==> config.mk <==
export PLATFORM = sky130hd
export DESIGN_NAME = hazard_tracker
export DESIGN_NICKNAME = d
export VERILOG_FILES = /design/src/rtl/core_pkg.sv /design/src/rtl/hazard_fwd_sel.sv /design/src/rtl/hazard_tracker.sv
export SDC_FILE = /design/constraint.sdc
export NUM_CORES = 1
export LEC_CHECK = 0
export CORE_ASPECT_RATIO = 1.4
export CORE_MARGIN = 3
export CORE_UTILIZATION = 55
export DETAILED_ROUTE_END_ITERATION = 8
export DONT_BUFFER_PORTS = 1
export GPL_ROUTABILITY_DRIVEN = 0
export PLACE_DENSITY = 0.7
export SYNTH_ARGS = -nofsm -noshare
export SYNTH_HDL_FRONTEND = slang
export SYNTH_HIERARCHICAL = 1
export SYNTH_SLANG_ARGS = --single-unit
==> constraint.sdc <==
create_clock -name clk_i -period 6.31 [get_ports clk_i]
set_input_delay 1.893 -clock clk_i [delete_from_list [all_inputs] [get_ports clk_i]]
set_output_delay 1.893 -clock clk_i [all_outputs]
set_load 0.03 [all_outputs]
==> src/rtl/core_pkg.sv <==
// Shared definitions for the core's hazard control: forward-select codes,
// the load result-select code and the shadow pipeline stage record.
package core_pkg;

    localparam logic [1:0] FWD_REG = 2'b00;
    localparam logic [1:0] FWD_WB  = 2'b01;
    localparam logic [1:0] FWD_MEM = 2'b10;

    localparam logic [1:0] RESULT_SRC_LOAD = 2'b01;

    localparam int HZ_REG_W = 5;

    typedef struct packed {
        logic [HZ_REG_W-1:0] rd;
        logic                regwrite;
        logic                isload;
    } hz_stage_t;

    localparam hz_stage_t HZ_BUBBLE = '{rd: 5'd0, regwrite: 1'b0, isload: 1'b0};

    // True when the stage really updates an architectural register (x0 never counts).
    function automatic logic hz_writes(input hz_stage_t s);
        return s.regwrite && (s.rd != {HZ_REG_W{1'b0}});
    endfunction

endpackage

==> src/rtl/hazard_fwd_sel.sv <==
// Per-operand forwarding select: picks ALUResultM, ResultW or the register file
// for one execute-stage source register. The memory stage wins over writeback
// because it holds the newer value; loads in M have no data yet, so they never
// forward from M.
module hazard_fwd_sel
    import core_pkg::*;
#(
    parameter int REG_ADDR_WIDTH = 5
) (
    input  hz_stage_t                 stage_m,
    input  hz_stage_t                 stage_w,
    input  logic [REG_ADDR_WIDTH-1:0] rs_e,
    output logic [1:0]                fwd
);

    // Priority compare of the execute source against the M then W shadow stages.
    always_comb begin
        fwd = FWD_REG;
        if (hz_writes(stage_m) && !stage_m.isload && (stage_m.rd == rs_e)) begin
            fwd = FWD_MEM;
        end else if (hz_writes(stage_w) && (stage_w.rd == rs_e)) begin
            fwd = FWD_WB;
        end else begin
            fwd = FWD_REG;
        end
    end

endmodule

==> src/rtl/hazard_tracker.sv <==
// Hazard controller for the 5-stage RV32 core. Tracks destination-register
// info through its own E/M/W shadow pipeline, generates operand forwarding,
// load-use stalls and redirect flushes, and counts stall/flush cycles.
module hazard_tracker
    import core_pkg::*;
#(
    parameter int REG_ADDR_WIDTH = 5,
    parameter int CNT_WIDTH      = 32
) (
    input  logic                      clk_i,
    input  logic                      rst_n_i,
    input  logic [REG_ADDR_WIDTH-1:0] Rs1D_i,
    input  logic [REG_ADDR_WIDTH-1:0] Rs2D_i,
    input  logic [REG_ADDR_WIDTH-1:0] RdD_i,
    input  logic                      RegWriteD_i,
    input  logic [1:0]                ResultSrcD_i,
    input  logic [REG_ADDR_WIDTH-1:0] Rs1E_i,
    input  logic [REG_ADDR_WIDTH-1:0] Rs2E_i,
    input  logic                      PCSrcE_i,
    output logic [1:0]                ForwardAE_o,
    output logic [1:0]                ForwardBE_o,
    output logic                      StallF_o,
    output logic                      StallD_o,
    output logic                      FlushD_o,
    output logic                      FlushE_o,
    output logic [CNT_WIDTH-1:0]      StallCount_o,
    output logic [CNT_WIDTH-1:0]      FlushCount_o
);

    localparam logic [CNT_WIDTH-1:0] CNT_ONE = {{(CNT_WIDTH-1){1'b0}}, 1'b1};
    localparam logic [CNT_WIDTH-1:0] CNT_ZERO = {CNT_WIDTH{1'b0}};

    hz_stage_t stage_d_s;
    hz_stage_t stage_e_r;
    hz_stage_t stage_m_r;
    hz_stage_t stage_w_r;

    logic [1:0] fwd_a_s;
    logic [1:0] fwd_b_s;
    logic       lw_stall_s;
    logic       stall_s;
    logic       flush_e_s;

    logic [CNT_WIDTH-1:0] stall_cnt_r;
    logic [CNT_WIDTH-1:0] flush_cnt_r;

    // Decode-stage record; a write to x0 is folded into "no write" right here.
    always_comb begin
        stage_d_s.rd       = RdD_i;
        stage_d_s.regwrite = RegWriteD_i && (RdD_i != {REG_ADDR_WIDTH{1'b0}});
        stage_d_s.isload   = stage_d_s.regwrite && (ResultSrcD_i == RESULT_SRC_LOAD);
    end

    hazard_fwd_sel #(.REG_ADDR_WIDTH(REG_ADDR_WIDTH)) u_fwd_a (
        .stage_m (stage_m_r),
        .stage_w (stage_w_r),
        .rs_e    (Rs1E_i),
        .fwd     (fwd_a_s)
    );

    hazard_fwd_sel #(.REG_ADDR_WIDTH(REG_ADDR_WIDTH)) u_fwd_b (
        .stage_m (stage_m_r),
        .stage_w (stage_w_r),
        .rs_e    (Rs2E_i),
        .fwd     (fwd_b_s)
    );

    // Load-use detection and stall/flush resolution; a redirect squashes the
    // stalled instruction, so it overrides the stall.
    always_comb begin
        lw_stall_s = 1'b0;
        if (stage_e_r.isload && hz_writes(stage_e_r) &&
            ((stage_e_r.rd == Rs1D_i) || (stage_e_r.rd == Rs2D_i))) begin
            lw_stall_s = 1'b1;
        end else begin
            lw_stall_s = 1'b0;
        end
        stall_s   = lw_stall_s && !PCSrcE_i;
        flush_e_s = lw_stall_s || PCSrcE_i;
    end

    // Output drive; everything is held at 0 while reset is asserted.
    always_comb begin
        ForwardAE_o = FWD_REG;
        ForwardBE_o = FWD_REG;
        StallF_o    = 1'b0;
        StallD_o    = 1'b0;
        FlushD_o    = 1'b0;
        FlushE_o    = 1'b0;
        if (rst_n_i) begin
            ForwardAE_o = fwd_a_s;
            ForwardBE_o = fwd_b_s;
            StallF_o    = stall_s;
            StallD_o    = stall_s;
            FlushD_o    = PCSrcE_i;
            FlushE_o    = flush_e_s;
        end else begin
            ForwardAE_o = FWD_REG;
            ForwardBE_o = FWD_REG;
        end
    end

    // Shadow E/M/W pipeline; only E can take a bubble, nothing here stalls.
    always_ff @(posedge clk_i or negedge rst_n_i) begin
        if (!rst_n_i) begin
            stage_e_r <= HZ_BUBBLE;
            stage_m_r <= HZ_BUBBLE;
            stage_w_r <= HZ_BUBBLE;
        end else begin
            if (flush_e_s) begin
                stage_e_r <= HZ_BUBBLE;
            end else begin
                stage_e_r <= stage_d_s;
            end
            stage_m_r <= stage_e_r;
            stage_w_r <= stage_m_r;
        end
    end

    // Free-running wrap-around performance counters for stall and redirect cycles.
    always_ff @(posedge clk_i or negedge rst_n_i) begin
        if (!rst_n_i) begin
            stall_cnt_r <= CNT_ZERO;
            flush_cnt_r <= CNT_ZERO;
        end else begin
            if (stall_s) begin
                stall_cnt_r <= stall_cnt_r + CNT_ONE;
            end else begin
                stall_cnt_r <= stall_cnt_r;
            end
            if (PCSrcE_i) begin
                flush_cnt_r <= flush_cnt_r + CNT_ONE;
            end else begin
                flush_cnt_r <= flush_cnt_r;
            end
        end
    end

    assign StallCount_o = stall_cnt_r;
    assign FlushCount_o = flush_cnt_r;

endmodule

==> metrics.md, run 1 <==
| Metric | Value |
|---|---|
| Critical Path Start Type | input pin |
| Critical Path RT | 4420 ps |
| Final worst-path cycle share | 80.2% |
| Worst-case reg-to-reg path depth | 4 |
| Combinational power share | 6.1% |
| PD cells | 264 mW/mm^2 |
| Fmax | 198 MHz |
| Fin cells | 471 |
| Hold buffers post-CTS | 0 |
| Status | finished clean |
| Clk_lat worst skew | 360 ps |
| Final setup skew | 13.3 ps |
| Vias | 2695 |
| Root Driver | clkbuf_8 |
| Largest net degree at the start of global routing | 91 |
| # H-tree levels | 3 |
| Leak pwr | 2.07 nW |
| DP HPWL | 5.88 mm |
| Row cnt | 36 |
| Final Setup Violations | 0 |
| Switch Pwr | 0.304 mW |
| CTS clock-pin slew for the worst setup and hold paths | 80 ps |
| Crit path DAT | 3170 ps |
| Initial Util | 58.1% |
| Pins Over Slew Limit | 0 |
| Crit-path max cell delay | 390 ps |
| Worst slack, placed | 1240 ps |
| Ys Warns | 6 |
| First-pass GRT wire length | 13.6 mm |
| Switching fraction of total power | 25.7% |
| Global Route Usage Sum | 20.1% |
| Aggregate global routing overflow | 0 |
| Post-CTS Setup Inserts | 0 |
| Endpoint class of the critical path | primary output |
| Syn_nets | 399 |
| Initial antenna violation count | 0 |
| Setup TNS | 0 ps |
| CTS sink count | 84 |
| Max Root-Sink Buffers | 2 |
| Final instance area | 0.00447 sq mm |
| Setup ws final | 1250 ps |
| Die width | 79.3 microns |
| DRC errors left | 0 |
| Kind of critical path | input pin to primary output |
| Cells after Synth | 366 |
| Core Box Area | 0.00712 sq mm |
| Fillers | 604 |
| Slowest cell on crit path | or3_1 |
| Max cap viols | 0 |
| RSZ-0062 raised after global routing | false |
| VDD IR max | 0.165 mV |
| Netlist Area Pre-Place | 0.00414 sq mm |
| Initial drt markers | 83 |
| I/O Buffers | 0 |
| Area grow syn2layout | 8.07% |
| Clock Power Share | 39.1% |
| Max Fanout on Critical Path | 7 |
| Die H | 109 microns |
| Hold path cells | 0 |
| Internal | 0.877 mW |
| Antenna-violating nets left | 0 |
| Share of layout cells above drive strength 1 | 12.0% |
| Via-to-Cell Ratio | 5.72 |
| CTS tree | done |
| Vias in the first global route | 2909 |
| Cts bufs inserted | 9 |
| Fin nets | 404 |
| Least-Margin Pin Slew | 1120 ps |
| Hold violation count in the final report | 0 |
| Die ar. | 0.00861 sq mm |
| DP Area | 0.00422 sq mm |
| Seq pwr share | 54.8% |
| Routed wire length | 8.19 mm |
| # IOs | 103 |
| Hold WC Path Type | flip-flop to flip-flop |
| Ant diodes | 0 |
| Syn avg cell area | 11.3 sq um |
| 1st-pass router iterations | 4 |
| Placed insts | 455 |
| CP Cell Sequence | xor2_1 > nor3_2 > a22oi_2 > or3_1 > nor2_1 > buf_4 |
| Slew headroom | 25.2% |
| Min Tclk post-route | 5060 ps |
| Avg WL per Cell | 17.4 microns |
| PostCTS Resize Cnt | 0 |
==> sequential cells by signal (all words and copies together), names as in the netlist <==
signal / count
stage_e_r: 7
stage_m_r: 7
FlushCount_o: 32
stage_w_r: 6
StallCount_o: 32
==> final timing paths <==
kind	startpoint	endpoint	slack (ps)
max	Rs2D_i[4]	StallF_o	1250
min	stage_m_r[6]$_DFF_PN0_	stage_w_r[6]$_DFF_PN0_	420
max reg2reg	StallCount_o[2]$_DFFE_PN0P_	StallCount_o[26]$_DFFE_PN0P_	3910
min reg2reg	stage_m_r[6]$_DFF_PN0_	stage_w_r[6]$_DFF_PN0_	420
max in group asynchronous	rst_n_i	StallCount_o[10]$_DFFE_PN0P_	4970
min in group asynchronous	rst_n_i	FlushCount_o[1]$_DFFE_PN0P_	1230
==> worst max-delay path: cells and delay by family <==
family	cells	cell delay, ps
AOI/OAI and AO/OA	1	170
and+or+nand+nor	3	740
buffers and inverters	1	220
xor gates and xnor gates	1	140
==> layout by cell type, fill, tap and decap left out, types with 2 or more instances in the layout <==
cell type and count:
o211ai_1 2, clkbuf_8 10, nor4_2 7, and3_1 10, xnor2_1 37, inv_1 11
nor4b_2 3, nor4_1 12, nand4_1 17, mux2_2 2, nor4_4 2, nand3_1 19
nor3_1 16, buf_4 2, dfrtp_1 84, and4_1 2, ha_1 2, and2_1 11
xor2_1 51, o21ai_0 3, or3_1 2, nor2_1 18, bufinv_16 3, nor4b_4 2
a21oi_1 2, nand2_1 25, nor3_2 4
==> per-stage QoR <==
stage | total power [mW] | utilization (%) | hold slack [ps]
after global placement | 0.728 | 59.3 | 401
after global routing | 1.22 | 62.8 | 432
after floorplan | 0.713 | - | 374
after CTS | 1.19 | 62.8 | 412
final | 1.18 | 62.8 | 421
after detailed placement | 0.731 | 59.3 | 401
==> final cells by class <==
class                           count  area, sq um  area share (%)
Tap cell                           95          119            2.66
Clock inverter                      6          111            2.49
Timing Repair Buffer                2         15.0           0.336
Inverter                           11         41.3           0.923
Multi-Input combinational cell    263         1950            43.5
Sequential cell                    84         2100            47.0
Clock buffer                       10          138            3.08
==> per-layer routing <==
| metal | track usage (%) | wire (microns) |
|---|---|---|
| met5 | 0 | 0 |
| met4 | 8.85 | 190 |
| met3 | 7.36 | 597 |
| met2 | 34.2 | 4100 |
| met1 | 22.7 | 3300 |
==> power groups by stage <==
stage,clock network [mW],registers [mW],logic (mW)
after floorplan,0,0.647,0.0652
after global placement,0,0.658,0.0695
after detailed placement,0,0.659,0.0721
after CTS,0.473,0.648,0.0725
after global routing,0.493,0.652,0.0794
final,0.461,0.647,0.0719
Note: power is estimated with default switching activity, not from simulation.
==> run 2, diff against run 1 <==
--- a/config.mk
+++ b/config.mk
@@ -5,6 +5,7 @@
 export SDC_FILE = /design/constraint.sdc
 export NUM_CORES = 1
 export LEC_CHECK = 0
+export ABC_AREA = 1
 export CORE_ASPECT_RATIO = 1.4
 export CORE_MARGIN = 3
 export CORE_UTILIZATION = 55
==> constraint.sdc (replaced) <==
create_clock -name clk_i -period 5.1 [get_ports clk_i]
set_input_delay 1.53 -clock clk_i [delete_from_list [all_inputs] [get_ports clk_i]]
set_output_delay 1.53 -clock clk_i [all_outputs]
set_load 0.03 [all_outputs]
==> run 2 against run 1 <==
Clock-buffer cell count increased by 3. Cell count increased by 80%. Critical endpoint unchanged. Total power increased by 35%. Highest routed layer unchanged. Largest power group unchanged. Register-to-register slack got worse by 900 ps. Worst setup slack got worse by 460 ps.
==> metrics.md, run 2 <==
| Metric | Value |
|---|---|
| PD cells | 291 mW/mm^2 (+10%) |
| DRC errors left | 0 (unchanged) |
| Final worst-path cycle share | 84.6% |
| Worst reg2reg path startpoint | StallCount_o[0]$_DFFE_PN0P_ |
| Least-Margin Pin Slew | 816 ps (-306 ps) |
| Clk_lat worst skew | 340 ps (-20 ps) |
| Area grow syn2layout | 7.53% |
| Critical Path Start Type | input pin |
| Root Driver | clkbuf_16 |
| Aggregate global routing overflow | 0 (unchanged) |
| Initial Util | 56.5% (-1.6 points) |
| Fmax | 232 MHz |
| I/O Buffers | 0 (unchanged) |
| Final core occ | 60.8% (-2.1 points) |
| 1st-pass router iterations | 5 (+1) |
| Max cap viols | 0 (unchanged) |
| Cts bufs inserted | 9 (unchanged) |
| Internal | 1.14 mW (+31%) |
| PostCTS Resize Cnt | 0 (unchanged) |
| Avg WL per Cell | 14.0 microns (-20%) |
| RSZ-0062 raised after global routing | false |
| Die ar. | 0.0105 sq mm (+22%) |
| CTS tree | done |
| Sequential Area | 0.00210 sq mm (unchanged) |
| Antenna-violating nets left | 0 (unchanged) |
| Most common cell after layout, fill and taps aside | nand2_1 |
| CP Capture Point | StallF_o |
| Crit path DAT | 2790 ps (-380 ps) |
| R2R setup slack | 3010 ps (-900 ps) |
| Worst-case reg-to-reg path depth | 8 (+4) |
| # H-tree levels | 3 (unchanged) |
| Die H | 120 microns (+10%) |
| CTS clock-pin slew for the worst setup and hold paths | 60 ps (-20 ps) |
| Row cnt | 41 (+14%) |
| Leak pwr | 2.78 nW (+34%) |
| Critical Path RT | 3570 ps (-850 ps) |
| First-pass GRT wire length | 19.5 mm (+44%) |
| Worst setup startpoint | Rs2D_i[3] |
| Fin nets | 767 (+90%) |
| Final Setup Violations | 0 (unchanged) |
| Worst R2R End | StallCount_o[28]$_DFFE_PN0P_ |
| Cells after Synth | 735 (+100%) |
| Initial antenna violation count | 0 (unchanged) |
| Kind of critical path | input pin to primary output |
| Ys Warns | 6 (unchanged) |
| Via-to-Cell Ratio | 5.38 (-6.0%) |
| Combinational power share | 8.1% (+2.0 points) |
| Die width | 87.4 microns (+10%) |
| Vias in the first global route | 4358 (+50%) |
| Netlist Area Pre-Place | 0.00510 sq mm (+23%) |
| Hold WC Path Type | flip-flop to flip-flop |
| Pins Over Slew Limit | 0 (unchanged) |
| Core Box Area | 0.00903 sq mm (+27%) |
| Seq pwr share | 51.1% (-3.7 points) |
| Post-CTS Setup Inserts | 0 (unchanged) |
| Switch Pwr | 0.453 mW (+49%) |
| Fillers | 839 (+39%) |
| Syn_nets | 768 (+92%) |
| VDD IR max | 0.233 mV (+41%) |
| Min Tclk post-route | 4320 ps |
| Ant diodes | 0 (unchanged) |
| Endpoint class of the critical path | primary output |
| Routed wire length | 11.8 mm (+44%) |
| Most frequent cells in the layout | nand2_1 (248), inv_1 (116), dfrtp_1 (84), nor2_1 (80), nand4_1 (53) |
| CTS sink count | 84 (unchanged) |
| Clock Power Share | 40.8% (+1.7 points) |
| Initial drt markers | 219 (+160%) |
| # IOs | 103 (unchanged) |
| Syn avg cell area | 6.94 sq um (-39%) |
| Vias | 4548 (+69%) |
| Hold buffers post-CTS | 0 (unchanged) |
| Area of the multi-input gates | 0.00248 sq mm (+28%) |
| Final setup skew | 6.69 ps (-6.65 ps) |
| Hold violation count in the final report | 0 (unchanged) |
| Status | finished clean |
| Max Fanout on Critical Path | 14 (+7) |
| Largest net degree at the start of global routing | 91 (unchanged) |
| Max Root-Sink Buffers | 2 (unchanged) |
| DP HPWL | 8.63 mm (+47%) |
| Slew headroom | 45.5% (+20 points) |
| Switching fraction of total power | 28.4% (+2.6 points) |
| Share of layout cells above drive strength 1 | 5.41% (-6.6 points) |
| Setup TNS | 0 ps (unchanged) |
| Global Route Usage Sum | 23.3% (+3.2 points) |
[run 2: final cells by class]
class,count,area share (%)
Inverter,120,8.21
Clock inverter,3,0.844
Multi-Input combinational cell,516,45.2
Timing Repair Buffer,3,0.410
Tap cell,107,2.44
Clock buffer,13,4.56
Sequential cell,84,38.3
[run 2: how the worst min path moves through the flow]
stage,cells after the start,slack [ps],from,endpoint
5_1_grt,0,400,stage_e_r[0]$_DFF_PN0_,stage_m_r[0]$_DFF_PN0_
3_3_place_gp,0,370,stage_e_r[1]$_DFF_PN0_,stage_m_r[1]$_DFF_PN0_
4_1_cts,0,380,stage_e_r[1]$_DFF_PN0_,stage_m_r[1]$_DFF_PN0_
6_report,0,390,stage_e_r[1]$_DFF_PN0_,stage_m_r[1]$_DFF_PN0_
3_5_place_dp,0,370,stage_e_r[1]$_DFF_PN0_,stage_m_r[1]$_DFF_PN0_
2_1_floorplan,0,350,stage_e_r[0]$_DFF_PN0_,stage_m_r[0]$_DFF_PN0_
[run 2: layer usage]
metal  track usage [%]  vias up  part of all wire [%]
met1              26.9     2112                    40
met5                 0        -                     0
met2              39.0      125                    51
met4              10.9        0                   2.5
li1                  -     2287                     -
met3              6.94       24                   6.4
[run 2: critical path, cell delays in order]
cell	delay, ps
inv_1	20
nand2_1	50
nand2_1	60
nor2_1	100
nand3_1	100
nand2_2	180
nand3_2	280
nor2_1	220
buf_4	240
[run 2: stage by stage]
step / cell area (sq um) / hold WS [ps] / cells / total power, mW / setup WS [ps]
6_report: 5490 / 388 / 846 / 1.60 / 785
5_1_grt: 5490 / 396 / 846 / 1.66 / 625
4_1_cts: 5490 / 384 / 846 / 1.62 / 801
3_5_place_dp: 5190 / 371 / 830 / 0.958 / 812
3_3_place_gp: 5190 / 369 / 830 / 0.950 / 851
2_1_floorplan: 5100 / 354 / 735 / 0.923 / 651
[run 2: power by group through the flow]
| stage | clock network, mW | registers, mW | logic, mW |
|---|---|---|---|
| floorplan | 0 | 0.814 | 0.109 |
| global placement | 0 | 0.829 | 0.121 |
| detailed placement | 0 | 0.830 | 0.128 |
| CTS | 0.668 | 0.817 | 0.130 |
| global route | 0.695 | 0.822 | 0.144 |
| finish | 0.653 | 0.816 | 0.129 |
